===== src/rtl/du_dmem_rx.sv =====
// du_dmem_rx: loads data memory from UART frames of address and data, LSB byte first,
// acknowledging each write with ACK_BYTE; an all-ones address ends the session.
module du_dmem_rx #(
    parameter int                      NB_DATA      = 32,
    parameter int                      NB_UART_DATA = 8,
    parameter logic [NB_UART_DATA-1:0] ACK_BYTE     = 8'hA5
) (
    input  logic                    clk,
    input  logic                    i_rst_n,
    input  logic                    i_start,
    input  logic                    i_rx_done,
    input  logic [NB_UART_DATA-1:0] i_rx_data,
    input  logic                    i_tx_done,
    output logic                    o_done,
    output logic                    o_dmem_wr,
    output logic [1:0]              o_dmem_wsize,
    output logic [NB_DATA-1:0]      o_dmem_waddr,
    output logic [NB_DATA-1:0]      o_dmem_wdata,
    output logic                    o_rd,
    output logic                    o_wr,
    output logic                    o_tx_start,
    output logic [NB_UART_DATA-1:0] o_wdata
);
    localparam logic [2:0] NB_BYTES = 3'(NB_DATA / NB_UART_DATA);

    typedef enum logic [2:0] {IDLE, RX_ADDR, RX_DATA, WRITE, ACK} state_t;

    state_t             state, state_next;
    logic [2:0]         cnt, cnt_next;
    logic [NB_DATA-1:0] addr, addr_next, data, data_next;

    always_ff @(posedge clk or negedge i_rst_n) begin
        if (!i_rst_n) begin
            state <= IDLE;
            cnt   <= '0;
            addr  <= '0;
            data  <= '0;
        end else begin
            state <= state_next;
            cnt   <= cnt_next;
            addr  <= addr_next;
            data  <= data_next;
        end
    end

    // In ACK the counter doubles as a flag: 0 = push the ACK byte, 1 = wait for Tx.
    always_comb begin
        state_next   = state;
        cnt_next     = cnt;
        addr_next    = addr;
        data_next    = data;
        o_done       = 1'b0;
        o_dmem_wr    = 1'b0;
        o_dmem_wsize = 2'b00;
        o_dmem_waddr = '0;
        o_dmem_wdata = '0;
        o_rd         = 1'b0;
        o_wr         = 1'b0;
        o_tx_start   = 1'b0;
        o_wdata      = '0;
        case (state)
            IDLE: begin
                if (i_start) begin
                    state_next = RX_ADDR;
                    cnt_next   = '0;
                end
            end
            RX_ADDR: begin
                if (cnt < NB_BYTES) begin
                    if (i_rx_done) begin
                        o_rd      = 1'b1;
                        addr_next = {i_rx_data, addr[NB_DATA-1:NB_UART_DATA]};
                        cnt_next  = cnt + 3'd1;
                    end
                end else begin
                    cnt_next   = '0;
                    o_done     = &addr;
                    state_next = (&addr) ? IDLE : RX_DATA;
                end
            end
            RX_DATA: begin
                if (cnt < NB_BYTES) begin
                    if (i_rx_done) begin
                        o_rd      = 1'b1;
                        data_next = {i_rx_data, data[NB_DATA-1:NB_UART_DATA]};
                        cnt_next  = cnt + 3'd1;
                    end
                end else begin
                    cnt_next   = '0;
                    state_next = WRITE;
                end
            end
            WRITE: begin
                o_dmem_wr    = 1'b1;
                o_dmem_wsize = 2'b11;
                o_dmem_waddr = addr;
                o_dmem_wdata = data;
                state_next   = ACK;
            end
            ACK: begin
                if (cnt == 3'd0) begin
                    o_wr       = 1'b1;
                    o_tx_start = 1'b1;
                    o_wdata    = ACK_BYTE;
                    cnt_next   = 3'd1;
                end else if (i_tx_done) begin
                    cnt_next   = '0;
                    state_next = RX_ADDR;
                end
            end
            default: state_next = IDLE;
        endcase
    end
endmodule


===== config.mk =====
export PLATFORM = sky130hd
export DESIGN_NAME = du_dmem_rx
export DESIGN_NICKNAME = d
export VERILOG_FILES = /design/src/rtl/du_dmem_rx.sv
export SDC_FILE = /design/constraint.sdc
export NUM_CORES = 1
export LEC_CHECK = 0
export ABC_AREA = 0
export BUFFER_PORTS_ARGS = -buffer_cell sky130_fd_sc_hd__buf_2
export CAP_MARGIN = 20
export CELL_PAD_IN_SITES_DETAIL_PLACEMENT = 2
export CELL_PAD_IN_SITES_GLOBAL_PLACEMENT = 2
export CORE_ASPECT_RATIO = 1.1
export CORE_MARGIN = 4
export CORE_UTILIZATION = 30
export CTS_CLUSTER_SIZE = 16
export DETAILED_ROUTE_END_ITERATION = 16
export PLACE_DENSITY = 0.69
export RECOVER_POWER = 100
export SYNTH_ARGS = -nofsm -noshare
export SYNTH_HDL_FRONTEND = slang
export SYNTH_SLANG_ARGS = --single-unit

===== constraint.sdc =====
create_clock -name clk -period 2 [get_ports clk]
set_input_delay 0.1 -clock clk [delete_from_list [all_inputs] [get_ports clk]]
set_output_delay 0.1 -clock clk [all_outputs]
set_load 0.01 [all_outputs]

After elaboration in Yosys (flattened, before gate mapping):

Index checks and enable logic that the tools add are counted.

* register bits: 70
* bits of input ports: 13
* word-level logic and storage cells: 52

* $add $sub $neg: 1
* magnitude comparators: 1
* equal/unequal tests: 11
* muxes and demuxes: 26
* reduce and logical (&&, ||, !) cells: 9

Operators with widths (number)
* 32-bit 2-to-1 mux: 2
* 32-bit AND reduction: 1
* 3-bit 2-to-1 mux: 10
* 8-bit 2-to-1 mux: 2
* 3-bit one-hot mux with 5 select lines: 1
* 2-bit != test (second input constant): 5
* 3-bit one-hot mux with 3 select lines: 1
* 1-bit 2-to-1 mux: 8
* 3-bit by 2-bit == test with 1-bit output (second input constant): 2
* 3-bit zero test: 2
* 3-bit != test (second input constant): 2
* 3-bit AND reduction: 2
* 5-bit AND reduction: 1
* 2-bit 2-to-1 mux: 2
* 4-bit AND reduction: 1
* 3-bit by 1-bit adder with 3-bit output (second input constant): 1
* 3-bit by 1-bit == test with 1-bit output (second input constant): 1
* 3-bit == test (second input constant): 1
* 3-bit < comparator (second input constant): 1
* 3-bit nonzero test: 1
* 2-bit OR reduction: 1

Logic depth before layout (Yosys ltp):

Gate-level depths: netlist (run 1).

* depth in word-level cells: 4
* mapped depth: 6
* mapped depth without buffers: 6

Worst setup path before layout (run 1):

OpenSTA, ideal clock, no wires.

* kind: reg-to-reg
* start: register cnt[0]
* end: register cnt[0]
* library setup time: 0.079 ns
* arrival time: 1.503 ns
* data required time: 1.921 ns
* slack: 0.418 ns
* stages on the path, launching flop included: 7
* buffers on the path: 0
* cell sequence: dfrtp_1 inv_1 ha_1 nor2b_1 o21bai_1 a2111oi_4 mux2i_1

* cells in the longest elaborated chain, start to end: 4

RTL lines
* from (decl): line 29 `logic [2:0] cnt, cnt_next;`
* from (signal assigned): line 40 `cnt <= cnt_next;`
* 3-bit by 1-bit adder with 3-bit output: line 73, 86
* 3-bit 2-to-1 mux: line 70, 83
* 3-bit 2-to-1 mux: line 82 `if (cnt < NB_BYTES) begin`
* 3-bit one-hot mux with 3 select lines: line 61 `case (state)`

Several ways; a longest one is shown, not always the timed one. The select of a mux whose other input is x is not followed.
A chain may end at the register's enable or synchronous reset.

Worst setup path in the final report (run 1):

* start: register state[2]
* end: output o_dmem_wdata[14]

* cells in the longest elaborated chain, start to end: 2

RTL lines
* from (decl): line 28 `state_t state, state_next;`
* from (signal assigned): line 39 `state <= state_next;`
* 3-bit by 2-bit == test with 1-bit output: line 61
* 32-bit 2-to-1 mux: line 61
* to (decl): line 18 `output logic [NB_DATA-1:0] o_dmem_wdata,`

No other way between the ends.

==> flow_metrics.py, run 1 <==
metrics = {
    "outcome": {
        "run_status": "finished, final reports clean",
    },
    "run": {
        "max_cap_violations": 0,
    },
    "clock_tree": {
        "postCtsSetupRepairBufs": 0,
        "clock_latency_reported_for_the_late_side_of_the_worst_skew_pair_ns": 0.32,
        "cts_inserted_buffers": 9,
        "tritoncts": "built",
        "clk_pin_slew_ns": 0.05,
        "clock-root-buffer": "clkbuf_16",
        "numClockSinks": 70,
        "cts_htree_levels": 3,
        "cts_buffer_depth": 2,
    },
    "route": {
        "detailedRoute.firstPassIterationCount": 3,
        "first_iter_violations": 98,
        "route.detailed.drc": 0,
        "vias_per_cell": 4.661,
        "postRouteAntennaNets": 0,
        "via_count": 2377,
        "wl_per_cell_um": 16.84,
        "routed_wl_mm": 8.589,
    },
    "cells_and_area": {
        "final_antenna_diode_count": 0,
        "finalNonFillerCells": 510,
        "finish.instance_area_sq_um": 4197,
        "multi_input_comb_area_sq_um": 1520,
        "layout_common_cells": "70 x dfrtp_1, 61 x mux2_2, 43 x buf_2",
        "post_route_cells_drive_above_1_share_pct": 38.57,
        "nNetsFinal": 374,
        "area_added_between_synthesis_and_finish_pct": 22.63,
        "nFillCells": 1185,
        "layout_commonest_cell": "dfrtp_1",
        "seqCellArea_sq_um": 1752,
    },
    "synthesis": {
        "yosys_warnings": 0,
        "ys_seq_elements": 70,
        "synth_cells": 275,
        "synth_area_sq_um": 3422,
        "synth_cell_types": 35,
        "synthesis.area_per_instance_sq_um": 12.44,
        "yosysSeqAreaShare_pct": 51.19,
    },
    "timing": {
        "post-route-min-period_ns": 1.887,
        "finalMaxSlewViolations": 0,
        "top_achievable_clock_speed_mhz": 530.0,
        "worst-slew-pin-transition_ns": 0.7157,
        "rsz0062_at_grt": "no",
        "fin_worst_skew_ns": 0.004268,
        "timing.max_slew.rel_slack_pct": 52.28,
        "fin_ws_ns": 0.1131,
        "timing.setup.tns_ns": 0,
        "finalHoldViolations": 0,
        "worst_hold_slack_ns": 0.01457,
        "timing.final.crit_share_pct": 94.35,
        "finalSetupViolations": 0,
    },
    "floorplan": {
        "die_height_um": 120.0,
        "core_ar_sq_um": 11060,
        "start_util_pct": 30.94,
        "io-pin-count": 92,
        "core.rowCount": 40,
        "floorplan.die.width_um": 109.8,
        "die-area_sq_um": 13180,
    },
    "global_route": {
        "grt_antenna_before_repair": 0,
        "grt_pass1_wl_mm": 13.80,
        "globalRoute.totalOverflow": 0,
        "vias_in_the_first_global_route": 2509,
        "global_route.usage.total_pct": 13.54,
        "largest_net_degree_at_the_start_of_global_routing": 44,
    },
    "pwr": {
        "pwr-share-comb_pct": 32.4,
        "p_leak_uw": 0.002014,
        "power_switching_uw": 1973,
        "vdd_ir_drop_max_uv": 492.2,
        "sw_frac_of_total_pct": 34.01,
        "p_int_uw": 3829,
        "seq_power_share_pct": 42.5,
        "clockPowerShare_pct": 25.1,
        "power_density_nw_per_um2": 1383,
    },
    "worst_setup_path": {
        "timing.critical_path.slowest_cell_delay_ns": 0.50,
        "worstPathMaxFanout": 39,
        "cp_data_arrival_time_ns": 1.79,
        "critical_path_class": "flop to output pin",
        "startpoint_type": "flop",
        "crit_path_end_kind": "output pin",
        "timing.critical_path.slowest_stage_cell": "dfrtp_1",
        "crit_required_ns": 1.90,
        "worstPathCellList": "inv_2 > and3_2 > buf_4 > and2_0 > buf_2",
    },
    "placed_design": {
        "io_buffers": 87,
        "placement.cell_area_sq_um": 3953,
        "placed_cells": 493,
        "place_congestion": 0.7881,
        "pre_cts_slack_ns": 0.1780,
        "hpwlAfterDp_mm": 6.181,
    },
    "hold_path": {
        "min_path_type": "primary input to flop",
    },
}
through the flow:
stage	utilization (%)	power, uW
after CTS	38.37	5922
after global placement	35.74	4313
final	37.94	5803
after global routing	37.94	6233
after detailed placement	35.74	4429
after floorplan	-	3760
sequential cells by signal (all words and copies together), names as in the netlist:
| name | count |
|---|---|
| data | 32 |
| cnt | 3 |
| addr | 32 |
| state | 3 |
power groups by stage:
| stage | Combinational (uW) | Clock (uW) | Sequential [uW] |
|---|---|---|---|
| floorplan | 1490 | 0 | 2270 |
| global placement | 1830 | 0 | 2490 |
| detailed placement | 1920 | 0 | 2510 |
| CTS | 1930 | 1500 | 2490 |
| global route | 2080 | 1580 | 2570 |
| finish | 1880 | 1460 | 2470 |
worst paths after layout:
check	start	endpoint	slack (ns)	cells after the start
max	state[2]	o_dmem_wdata[14]	0.11	5
min	i_rx_data[4]	data[28]	0.01	2
max reg2reg	cnt[0]	cnt[0]	0.21	6
min reg2reg	data[6]	data[6]	0.50	1
max in group asynchronous	i_rst_n	addr[30]	0.51	3
min in group asynchronous	i_rst_n	cnt[0]	0.36	2
cell usage after synthesis, drive strengths merged:
library cell / n / area (sq um)
nor4: 3 / 18.77
and2b: 1 / 7.510
a211oi: 1 / 12.51
o211ai: 1 / 7.510
a21o: 1 / 7.510
a21boi: 1 / 7.510
mux2i: 3 / 30.03
nand4: 8 / 50.05
mux2: 64 / 720.7
conb: 1 / 3.750
o21a: 2 / 15.01
nand3: 3 / 32.53
and2: 64 / 400.4
buf: 18 / 143.9
o21bai: 1 / 7.510
a2111oi: 1 / 27.53
nor2: 3 / 18.77
nand2b: 2 / 12.51
a21oi: 2 / 10.01
a31o: 1 / 8.760
nor2b: 3 / 18.77
nand2: 5 / 18.77
dfrtp: 70 / 1752
and3: 2 / 12.51
ha: 2 / 25.02
o221a: 1 / 11.26
inv: 5 / 18.76
clkbuf: 6 / 22.52
cell type report:
| type | count | share of cell area, % |
|---|---|---|
| Clock buffer | 11 | 6.023 |
| Multi-Input combinational cell | 180 | 36.23 |
| Clock inverter | 4 | 0.5367 |
| Sequential cell | 70 | 41.74 |
| Timing Repair Buffer | 93 | 10.64 |
| Tap cell | 147 | 4.383 |
| Inverter | 5 | 0.4472 |
cells by family (layout without fill, tap and decap cells):
kind of cell / count (synthesis) / after routing / synth area share [%]
flip-flops: 70 / 70 / 51.19
AO/OA/AOI/OAI: 12 / 12 / 3.364
AND/OR/NAND/NOR: 94 / 95 / 17.26
buffers and inverters: 29 / 113 / 5.411
other: 1 / 4 / 0.1096
multiplexers: 67 / 67 / 21.94
adder cells (fa/ha/maj): 2 / 2 / 0.7311
timing repair:
action                                  4_1_cts  5_1_grt
gates resized for setup                       1        2
hold buffers                                  1        0
cloned                                        0        1
pin swaps                                     0        3
endpoints found under the hold margin        27        0
endpoints found under the setup margin        1        2
critical path: cells and delay by family, from the launching register on:
kind	cells	cell delay, ns
simple gates	2	0.40
buf+inv	3	0.54
flops	1	0.50
metal layers:
layer | wire length [um] | up-vias | track usage, %
li1 | - | 1098 | -
met1 | 3694 | 1211 | 17.17
met2 | 4385 | 57 | 22.04
met3 | 359 | 11 | 3.012
met4 | 150 | 0 | 5.534
met5 | 0 | - | 0
Power figures use the tool's default switching activity.
==> inputs of run 2 (changes only) <==
--- a/config.mk
+++ b/config.mk
@@ -17,6 +17,7 @@
 export DETAILED_ROUTE_END_ITERATION = 16
 export PLACE_DENSITY = 0.69
 export RECOVER_POWER = 100
+export REMOVE_ABC_BUFFERS = 1
 export SYNTH_ARGS = -nofsm -noshare
 export SYNTH_HDL_FRONTEND = slang
 export SYNTH_SLANG_ARGS = --single-unit
==> flow_metrics.py, run 2 (synthesis results as in run 1) <==
metrics = {
    "outcome": {
        "run_status": "finished, final reports clean",
    },
    "pwr": {
        "power_switching_uw": 2020,
        "sw_frac_of_total_pct": 32.85,
        "vdd_ir_drop_max_uv": 567.8,
        "clockPowerShare_pct": 28.7,
        "pwr-share-comb_pct": 31.6,
        "power_density_nw_per_um2": 1440,
        "p_int_uw": 4129,
        "p_leak_uw": 0.002024,
        "seq_power_share_pct": 39.7,
    },
    "timing": {
        "fin_worst_skew_ns": 0.007767,
        "post-route-min-period_ns": 1.909,
        "timing.final.crit_share_pct": 95.46,
        "rsz0062_at_grt": "no",
        "timing.setup.tns_ns": 0,
        "top_achievable_clock_speed_mhz": 523.8,
        "worst-slew-pin-transition_ns": 0.9892,
        "timing.max_slew.rel_slack_pct": 34.05,
        "finalSetupViolations": 0,
        "finalMaxSlewViolations": 0,
        "finalHoldViolations": 0,
    },
    "cells_and_area": {
        "seqCellArea_sq_um": 1752,
        "final_antenna_diode_count": 0,
        "post_route_cells_drive_above_1_share_pct": 38.84,
        "layout_common_cells": "70 x dfrtp_1, 61 x mux2_2, 43 x and2_1",
        "nNetsFinal": 373,
        "layout_commonest_cell": "dfrtp_1",
        "top_regs": "addr (32), data (32)",
        "finish.instance_area_sq_um": 4269,
        "area_added_between_synthesis_and_finish_pct": 24.75,
        "nFillCells": 1183,
        "multi_input_comb_area_sq_um": 1528,
    },
    "clock_tree": {
        "cts_inserted_buffers": 9,
        "clk_pin_slew_ns": 0.06,
        "tritoncts": "built",
        "clock-root-buffer": "clkbuf_16",
        "cts_htree_levels": 3,
        "clock_latency_reported_for_the_late_side_of_the_worst_skew_pair_ns": 0.32,
        "cts_buffer_depth": 2,
        "numClockSinks": 70,
    },
    "placed_design": {
        "placement.cell_area_sq_um": 3945,
        "io_buffers": 87,
        "place_congestion": 0.7617,
        "hpwlAfterDp_mm": 5.806,
    },
    "floorplan": {
        "core.rowCount": 40,
        "die-area_sq_um": 13180,
        "core_ar_sq_um": 11060,
        "die_height_um": 120.0,
        "start_util_pct": 30.94,
        "io-pin-count": 92,
        "floorplan.die.width_um": 109.8,
    },
    "global_route": {
        "global_route.usage.total_pct": 12.91,
        "globalRoute.totalOverflow": 0,
        "grt_antenna_before_repair": 0,
        "vias_in_the_first_global_route": 2576,
        "grt_pass1_wl_mm": 13.46,
        "largest_net_degree_at_the_start_of_global_routing": 71,
    },
    "worst_setup_path": {
        "crit_start": "state[2]",
        "timing.critical_path.slowest_stage_cell": "dfrtp_1",
        "timing.reg2reg.worst_path_depth": 6,
        "reg2reg_to": "cnt[0]",
        "timing.critical_path.slowest_cell_delay_ns": 0.55,
        "crit_required_ns": 1.90,
        "startpoint_type": "flop",
        "cp_data_arrival_time_ns": 1.81,
        "path_buf_inv": 3,
        "cpLargestDelayFamily": "flip-flops",
        "critical_path_class": "flop to output pin",
        "worstPathCellList": "inv_1 > and3_2 > buf_4 > and2_1 > buf_2",
        "regToRegSetupSlack_ns": 0.11,
        "r2r_start": "cnt[0]",
        "worstPathMaxFanout": 22,
        "crit_path_end_kind": "output pin",
    },
    "run": {
        "max_cap_violations": 0,
    },
    "hold_path": {
        "min_path_type": "primary input to flop",
        "startpoint_of_the_tightest_hold_check_path": "i_rx_data[4]",
        "hold_end": "data[28]",
        "count_of_cells_along_the_worst_hold_path": 2,
    },
    "route": {
        "detailedRoute.firstPassIterationCount": 4,
        "via_count": 2328,
        "first_iter_violations": 63,
        "routed_wl_mm": 8.427,
        "postRouteAntennaNets": 0,
        "vias_per_cell": 4.565,
        "wl_per_cell_um": 16.52,
        "route.detailed.drc": 0,
    },
}
==> run 2: layout make-up <==
cell class	instances	share of cell area [%]
repair buffers	92	10.61
inverters	5	0.4396
clock inverters	5	1.905
clock buffers	11	5.920
flip-flops and latches	70	41.03
well taps	147	4.308
multi-input cells	180	35.79
==> run 2: layer usage <==
| layer | part of all wire [%] | routed length, um | global-route usage, % | up-vias |
|---|---|---|---|---|
| li1 | - | - | - | 1094 |
| met4 | 0.71 | 60 | 4.443 | 0 |
| met2 | 50 | 4223 | 21.85 | 59 |
| met1 | 45 | 3754 | 16.24 | 1171 |
| met5 | 0 | 0 | 0 | - |
| met3 | 4.6 | 389 | 2.421 | 4 |
==> run 2: power by group through the flow <==
| stage | registers (uW) | logic [uW] | clock network [uW] |
|---|---|---|---|
| after floorplan | 2270 | 1390 | 0 |
| after global placement | 2450 | 1890 | 0 |
| after detailed placement | 2480 | 1960 | 0 |
| after CTS | 2460 | 1980 | 1810 |
| after global routing | 2550 | 2160 | 1870 |
| final | 2440 | 1940 | 1760 |
==> run 2: worst register-to-register path, stage by stage (launching register included) <==
cell	delay, ns
dfrtp_1	0.38
inv_1	0.11
ha_1	0.19
nor2b_1	0.23
o21bai_1	0.14
a2111oi_4	0.51
mux2i_1	0.25
==> run 2: through the flow <==
step           setup WS [ns]  hold WS (ns)  std cells  utilization (%)  power, uW
6_report             0.09081       0.01843        510            38.60       6148
5_1_grt             0.002934       0.01571        510            38.60       6582
4_1_cts              0.06210      0.008427        509            38.78       6248
3_5_place_dp          0.1115        0.2980        492            35.67       4446
3_3_place_gp          0.1722        0.2876        492            35.67       4339
2_1_floorplan        0.04654       -0.1956        254                -       3657
==> run 2: worst max path at each step <==
stage,slack [ns],end,cells past startpoint
4_1_cts,0.06,o_rd,4
3_5_place_dp,0.11,cnt[0],6
5_1_grt,0.003,cnt[2],6
3_3_place_gp,0.17,cnt[1],6
6_report,0.09,o_dmem_waddr[16],5
2_1_floorplan,0.05,o_dmem_waddr[0],3
==> run 2: repair_timing <==
| item | 4_1_cts | 5_1_grt |
|---|---|---|
| hold buffers | 1 | 0 |
| hold endpoints to repair | 70 | 0 |
| resized for setup | 0 | 3 |
| setup buffers | 0 | 0 |
| endpoints found under the setup margin | 0 | 2 |
